File: config.mk
export PLATFORM = sky130hd
export DESIGN_NAME = npc_bpred
export DESIGN_NICKNAME = d
export VERILOG_FILES = /design/src/rtl/npc_bpred.sv
export SDC_FILE = /design/constraint.sdc
export NUM_CORES = 1
export LEC_CHECK = 0
export ABC_CLOCK_PERIOD_IN_PS = 4600
export BUFFER_PORTS_ARGS = -buffer_cell sky130_fd_sc_hd__clkbuf_2
export CAP_MARGIN = 20
export CORE_UTILIZATION = 55
export CTS_CLUSTER_DIAMETER = 30
export CTS_CLUSTER_SIZE = 14
export DETAILED_ROUTE_END_ITERATION = 10
export PLACE_DENSITY_LB_ADDON = 0.05
export RECOVER_POWER = 100
export SLEW_MARGIN = 10
export SYNTH_ARGS = -nofsm -noshare
export SYNTH_HDL_FRONTEND = slang
export SYNTH_SLANG_ARGS = --single-unit
File: constraint.sdc
create_clock -name clk -period 4.6 [get_ports clk]
set_clock_uncertainty 0.2 [all_clocks]
set_input_delay 0 -clock clk [delete_from_list [all_inputs] [get_ports clk]]
set_output_delay 0 -clock clk [all_outputs]
set_load 0.01 [all_outputs]
File: src/rtl/npc_bpred.sv
// Next-PC generation for a MIPS-style fetch stage, with a 2-bit BHT predictor,
// sticky syscall halt and saturating branch statistics.
module npc_bpred #(
   parameter int          CNT_BITS  = 16,
   parameter int          BHT_DEPTH = 64,
   parameter logic [31:0] HALT_CODE = 32'h0000000a
) (
   input  logic                clk,
   input  logic                rst,
   input  logic                en,
   input  logic [31:0]         IM,
   input  logic [31:0]         OFFSET,
   input  logic [31:0]         PC,
   input  logic [31:0]         RegRS,
   input  logic [31:0]         RegRT,
   output logic [31:0]         NextPC,
   output logic                pred_taken,
   output logic                halted,
   output logic [CNT_BITS-1:0] unconditional,
   output logic [CNT_BITS-1:0] conditional,
   output logic [CNT_BITS-1:0] conditionalsucces,
   output logic [CNT_BITS-1:0] mispredict
);

   localparam int IDX_W = $clog2(BHT_DEPTH);

   function automatic logic [CNT_BITS-1:0] sat_inc(input logic [CNT_BITS-1:0] v);
      return (&v) ? v : v + CNT_BITS'(1);
   endfunction

   function automatic logic [1:0] bht_next(input logic [1:0] e, input logic tk);
      if (tk) return (e == 2'b11) ? e : e + 2'b01;
      else    return (e == 2'b00) ? e : e - 2'b01;
   endfunction

   logic [5:0]        op;
   logic [5:0]        func;
   logic signed [31:0] rs_s;
   logic              is_j, is_jal, is_jr, is_jalr, is_beq, is_bne, is_blez, is_bgtz, is_sys;
   logic              uncond, cond, taken, halt_now, count_en;
   logic [31:0]       pc_plus4, br_target;
   logic [1:0]        bht [BHT_DEPTH];
   logic [IDX_W-1:0]  idx;
   logic [1:0]        bht_rd;

   assign op      = IM[31:26];
   assign func    = IM[5:0];
   assign rs_s    = signed'(RegRS);

   assign is_j    = (op == 6'h02);
   assign is_jal  = (op == 6'h03);
   assign is_jr   = (op == 6'h00) && (func == 6'h08);
   assign is_jalr = (op == 6'h00) && (func == 6'h09);
   assign is_beq  = (op == 6'h04);
   assign is_bne  = (op == 6'h05);
   assign is_blez = (op == 6'h06);
   assign is_bgtz = (op == 6'h07);
   assign is_sys  = (op == 6'h00) && (func == 6'h0c);

   assign uncond  = is_j | is_jal | is_jr | is_jalr;
   assign cond    = is_beq | is_bne | is_blez | is_bgtz;
   assign taken   = (is_beq  && (RegRS == RegRT)) ||
                    (is_bne  && (RegRS != RegRT)) ||
                    (is_blez && (rs_s <= 32'sd0)) ||
                    (is_bgtz && (rs_s >  32'sd0));

   assign halt_now = is_sys && (RegRS == HALT_CODE) && en;
   // The halting syscall itself must not reach any statistic.
   assign count_en = en && !halted && !halt_now;

   assign idx        = PC[IDX_W+1:2];
   assign bht_rd     = bht[idx];
   assign pred_taken = cond && bht_rd[1];

   assign pc_plus4  = PC + 32'd4;
   assign br_target = pc_plus4 + (OFFSET << 2);

   always_comb begin
      NextPC = pc_plus4;
      if (halted || halt_now)  NextPC = PC;
      else if (is_jr || is_jalr) NextPC = RegRS;
      else if (is_j || is_jal) NextPC = {PC[31:28], IM[25:0], 2'b00};
      else if (cond && taken)  NextPC = br_target;
   end

   always_ff @(posedge clk) begin
      if (rst) begin
         halted            <= 1'b0;
         unconditional     <= '0;
         conditional       <= '0;
         conditionalsucces <= '0;
         mispredict        <= '0;
         for (int i = 0; i < BHT_DEPTH; i++) bht[i] <= 2'b01;
      end else begin
         if (halt_now) halted <= 1'b1;
         if (count_en) begin
            if (uncond) unconditional <= sat_inc(unconditional);
            if (cond) begin
               conditional <= sat_inc(conditional);
               bht[idx]    <= bht_next(bht_rd, taken);
               if (taken)               conditionalsucces <= sat_inc(conditionalsucces);
               if (pred_taken != taken) mispredict        <= sat_inc(mispredict);
            end
         end
      end
   end

endmodule
Yosys cells after proc, flatten, opt, wreduce, memory -nomap -nowiden

Memories as Yosys holds them, arrays and structs flattened.
Index checks and enable logic that the tools add are counted.

Bits of input ports: 163
Memories: 1
Bits in registers: 65
RAM bits: 128

Memory list:

| name | words | width | rd ports | clocked after memory_dff | write ports | RTL line | RTL |
|---|---|---|---|---|---|---|---|
| bht  | 64    | 2     | 1        | 0                        | 64          | 42       | `logic [1:0] bht [BHT_DEPTH];` |

Magnitude comparators: 2
Reduce and logical (&&, ||, !) cells: 32
Equal/unequal tests: 14
Add/subtract/negate cells: 8
Bitwise gates (word level): 10
Mux-type cells: 19

Operator list:

| operator                                             | count |
|---|---|
| 2-to-1 mux 32 bit                                    | 4 |
| adder 16 x 1 -> 16 bit, second input constant        | 4 |
| AND reduction 16 bit                                 | 4 |
| adder 32 x 3 -> 32 bit, second input constant        | 1 |
| adder 32 bit                                         | 1 |
| == test 32 bit                                       | 1 |
| == test 32 x 4 -> 1 bit, second input constant       | 1 |
| > comparator 32 x 1 -> 1 bit, second input constant  | 1 |
| <= comparator 32 x 1 -> 1 bit, second input constant | 1 |
| inequality test 32 bit                               | 1 |
| == test 6 x 3 -> 1 bit, second input constant        | 4 |
| == test 6 x 4 -> 1 bit, second input constant        | 3 |
| 2-to-1 mux 2 bit                                     | 7 |
| logical AND 1 bit                                    | 13 |
| == test 6 x 2 -> 1 bit, second input constant        | 2 |
| AND reduction 4 bit                                  | 2 |
| 2-to-1 mux 1 bit                                     | 7 |
| logical NOT 6 bit                                    | 1 |
| logical OR 1 bit                                     | 6 |
| 2-to-1 mux 6 bit                                     | 1 |
| bitwise OR 1 bit                                     | 6 |
| AND reduction 3 bit                                  | 2 |
| NOT 1 bit                                            | 4 |
| adder 2 x 1 -> 2 bit, second input constant          | 1 |
| other kinds (6)                                      | 7 |

Longest topological paths before layout

Word-level depth: 11
Gate-level depth with buffers: 20
Gate-level depth less buffers: 17

Worst setup path before layout

No wires, ideal clock.

Path kind: input -> output
Start point: in PC[4]
End point: out NextPC[31]
Arrival time: 3.464 ns
Data required time: 4.400 ns
Setup slack: 0.936 ns
Path buffers: 4
Stages: 20
Path through: buf_2 > buf_4 > buf_2 > nand4_1 > nor2_1 > nand2_1 > nor2_1 > and3_1 > xor2_1 > ha_1 > clkbuf_1 > a211oi_1 > o21bai_1 > a211oi_1 > o21ai_0 > mux2i_1 > o311a_1 > o211ai_1 > xnor2_1 > o21ai_0

Longest elaborated chain between the ends: 6

Ends and longest elaborated chain:

| what                     | RTL line | RTL |
|---|---|---|
| from (decl)              | 13       | `input logic [31:0] PC,` |
| adder 32 x 3 -> 32 bit * | 75       | `assign pc_plus4 = PC + 32'd4;` |
| adder 32 bit             | 76       | `assign br_target = pc_plus4 + (OFFSET << 2);` |
| 2-to-1 mux 32 bit *      | 83       | `else if (cond && taken) NextPC = br_target;` |
| 2-to-1 mux 32 bit *      | 82       | `else if (is_j \|\| is_jal) NextPC = {PC[31:28], IM[25:0], 2'b00};` |
| 2-to-1 mux 32 bit *      | 81       | `else if (is_jr \|\| is_jalr) NextPC = RegRS;` |
| 2-to-1 mux 32 bit *      | 80       | `if (halted \|\| halt_now) NextPC = PC;` |
| to (decl)                | 16       | `output logic [31:0] NextPC,` |

Mark *: on every way between the ends. The rest lies on a longest branch, timed or not.

Worst setup path in the final report

Start point: in PC[3]
End point: out NextPC[30]

The elaborated chain is that of the path after synthesis.

==> run_results.csv <==
group,metric,value,unit
timing,whs,0.0907,ns
timing,rsz0062_at_grt,"false",
synthesis,ys_warn_count,0,
global_routing,grt_usage,0.334,
floorplanning,dieHeight,157,um
global_routing,overflow,0,
synthesis,syn_inst,1482,
final_layout,area_growth,14.3,%
global_routing,antenna_found_initial,1,
final_layout,utilization,0.642,
pwr,p_switching,1.27,mW
routing,via_per_inst,6.09,
synthesis,ys_ff_latch,193,
worst_setup_path,cp_num_buf_inv,3,
routing,vias,12300,
timing,worst_pin_slew,1.91,ns
cts,insertion_delay,0.45,ns
synthesis,synthTopCellsByArea,"edfxtp_1 29%, dfxtp_1 9.9%, xnor2_1 5.5%",
cts,cts_tree,"done",
routing,wl_per_cell,20.2,um
synthesis,synth-async-reset-ratio,0,
routing,firstDrtPassIters,6,
pwr,power.leakage,5.36,nW
timing,setup_viol,0,
floorplanning,chipWidth,157,um
pwr,ir_drop,0.263,mV
timing,finalCritPeriodShare,0.904,
placed_design,portBuffers,258,
pwr,power_frac_clock,0.372,
synthesis,synth_common_cells,"186 x nor2_1, 152 x nand2_1, 128 x edfxtp_1, 83 x nor3_1, 83 x xnor2_1",
worst_setup_path,path_delay_family,"compound AO/OA/AOI/OAI gates",
status,status,"finished, violations left",
min_path,holdPathEnd,"conditional[1]$_SDFFE_PP0P_",
worst_setup_path,worstSetupEndpointType,"output pin",
worst_setup_path,worstPathCellList,"clkbuf_2 > buf_4 > nand2_1 > xnor2_1 > ha_1 > and3_1 > a221oi_1 > o21ai_1 > nor4_1 > o31ai_1 > a221oi_2 > xor2_1 > nand2_1 > a32o_1 > clkbuf_2",
pwr,internal_power,2.94,mW
synthesis,syn_nets,1686,
status,violations,"max-capacitance violations, max-slew violations",
timing,setup_tns,0,ns
run,cap_violations,2,
routing,antenna_left,0,
synthesis,yosysMostFrequentCell,"nor2_1",
worst_setup_path,worstPathArrival,3.96,ns
global_routing,grt_pass1_vias,11600,
routing,drcViolationCount,0,
timing,max_freq,240,MHz
cts,clk_pin_slew,0.08,ns
worst_setup_path,r2r_cells,8,
timing,final-hold-violation-count,0,
worst_setup_path,r2r_end,"mispredict[8]$_SDFFE_PP0P_",
synthesis,synthDistinctLibCells,74,
cts,cts.path.max_buffers,2,
worst_setup_path,crit_type,"in -> out",
global_routing,grt_pass1_wl,62500,um
worst_setup_path,critical_path_peak_fanout,50,
floorplanning,dieArea,24600,um^2
cts,cts.sinks,193,
floorplanning,core,23500,um^2
pwr,comb_power_share,0.185,
worst_setup_path,rrSetupSlack,0.44,ns
synthesis,syn_area,13200,um^2
global_routing,grt_max_degree,98,
pwr,sw_frac_of_total,0.301,
synthesis,synth-main-ff-cell,"edfxtp_1",
timing,relSlewSlack,-0.276,
worst_setup_path,required,4.40,ns
cts,cts_made_buffers,17,
worst_setup_path,r2r-start,"bht[9][1]$_SDFFCE_PN0P_",
pwr,power_frac_seq,0.443,
placed_design,place_congestion,0.974,
final_layout,fin_nets,1885,
floorplanning,rows,56,
cts,post-cts-setup-buffers,0,
synthesis,synth_edf_count,128,
timing,period_minus_slack,4.16,ns
cts,htreeDepth,4,
placed_design,dp.final_hpwl,30200,um
worst_setup_path,crit_slowest_cell,"buf_4",
synthesis,yosys.area.top_type_share,0.291,
floorplanning,ios,261,
min_path,hold_class,"in -> reg",
final_layout,n_fill_cell,2098,
pwr,p_per_area,279,nW/um^2
synthesis,avgSynthCellArea,8.90,um^2
final_layout,drive_gt1_frac,0.187,
worst_setup_path,worstSetupStartpointType,"input port",
synthesis,synth-seq-area-share,0.390,
min_path,hp-start,"IM[28]",
synthesis,synth_top_area_cell,"edfxtp_1",
floorplanning,start_util,0.562,
routing,drt-total-wl,40700,um
final_layout,final_area,15100,um^2
cts,root_buffer,"clkbuf_16",
worst_setup_path,slowest_delay,0.55,ns
routing,drt-initial-drc-count,1081,
placed_design,place_area,14600,um^2
min_path,holdPathStages,5,
timing,drv_slew,135,
==> layout make-up <==
class / count / area [um^2] / share of cell area
Inverter: 25 / 93.8 / 0.00623
Sequential cell: 193 / 5140 / 0.341
Tap cell: 319 / 399 / 0.0265
Timing Repair Buffer: 279 / 1330 / 0.0882
Antenna cell: 1 / 2.50 / 0.000166
Clock buffer: 18 / 450 / 0.0299
Clock inverter: 14 / 181 / 0.0120
Multi-Input combinational cell: 1165 / 7470 / 0.496
==> cells by family after synthesis <==
group	share of synthesized area
AOI/OAI and AO/OA	0.133
xor gates and xnor gates	0.0876
adders and majority gates	0.0410
buffers and inverters	0.0409
DFF	0.390
muxes	0.0602
and+or+nand+nor	0.247
==> routing by layer <==
layer  vias to the layer above  routed length (um)  part of all wire  track usage
met5                         -                   0                 0            0
met4                         0                1470             0.036        0.134
met3                       101                3070             0.075       0.0728
met2                       522               19100              0.47        0.550
met1                      5840               17000              0.42        0.424
li1                       5798                   -                 -            -
==> stage by stage <==
| step | setup WS (ns) | total power [mW] | instances |
|---|---|---|---|
| 2_1_floorplan | 0.936 | 2.41 | 1482 |
| 3_3_place_gp | 0.640 | 2.68 | 1979 |
| 3_5_place_dp | 0.549 | 2.68 | 1979 |
| 4_1_cts | 0.531 | 4.22 | 2013 |
| 5_1_grt | 0.0561 | 4.34 | 2014 |
| 6_report | 0.442 | 4.21 | 2014 |
==> power groups by stage <==
stage                     clock network (mW)  logic (mW)  registers (mW)
after floorplan                            0       0.510            1.90
after global placement                     0       0.771            1.91
after detailed placement                   0       0.777            1.91
after CTS                               1.57       0.783            1.87
after global routing                    1.63       0.839            1.87
final                                   1.57       0.777            1.87
==> placed cells by master (no fill, tap or decap), types with 15 or more instances in the layout <==
| cell | count |
|---|---|
| edfxtp_1 | 128 |
| or3_1 | 15 |
| nand3_1 | 57 |
| inv_1 | 25 |
| a21o_1 | 23 |
| nor4_1 | 18 |
| ha_1 | 40 |
| dfxtp_1 | 65 |
| xor2_1 | 47 |
| nand4_1 | 41 |
| o21ai_0 | 44 |
| nor2_1 | 185 |
| mux2_2 | 15 |
| nor3_1 | 83 |
| clkbuf_1 | 94 |
| nand2_1 | 152 |
| a21oi_1 | 61 |
| mux2i_1 | 31 |
| a221oi_1 | 16 |
| clkbuf_16 | 18 |
| clkbuf_2 | 167 |
| xnor2_1 | 84 |
| and3_1 | 18 |
| or2_2 | 65 |
| a211oi_1 | 17 |
==> registers in the layout, indices dropped and copies added, names as in the netlist <==
register           flops
bht                  128
conditional           16
conditionalsucces     16
mispredict            16
unconditional         16
halted                 1
==> how the worst max path moves through the flow <==
stage	startpoint	end	slack, ns	cells after the start
after global routing	PC[3]	NextPC[30]	0.06	15
after floorplan	PC[4]	NextPC[31]	0.94	20
after detailed placement	PC[3]	NextPC[30]	0.55	15
after global placement	PC[3]	NextPC[30]	0.64	15
after CTS	PC[3]	NextPC[30]	0.53	15
final	PC[3]	NextPC[30]	0.44	15
==> timing repair <==
| item | CTS | global route |
|---|---|---|
| gates resized for setup | 0 | 0 |
| endpoints found under the setup margin | 0 | 0 |
| endpoints found under the hold margin | 15 | 0 |
| hold buffers | 2 | 0 |
==> tightest hold or removal path, delay by kind of cell <==
kind,cells,cell delay (ns)
simple gates,3,0.48
compound gates,1,0.12
buf+inv,1,0.10
Note: power is estimated with default switching activity, not from simulation.
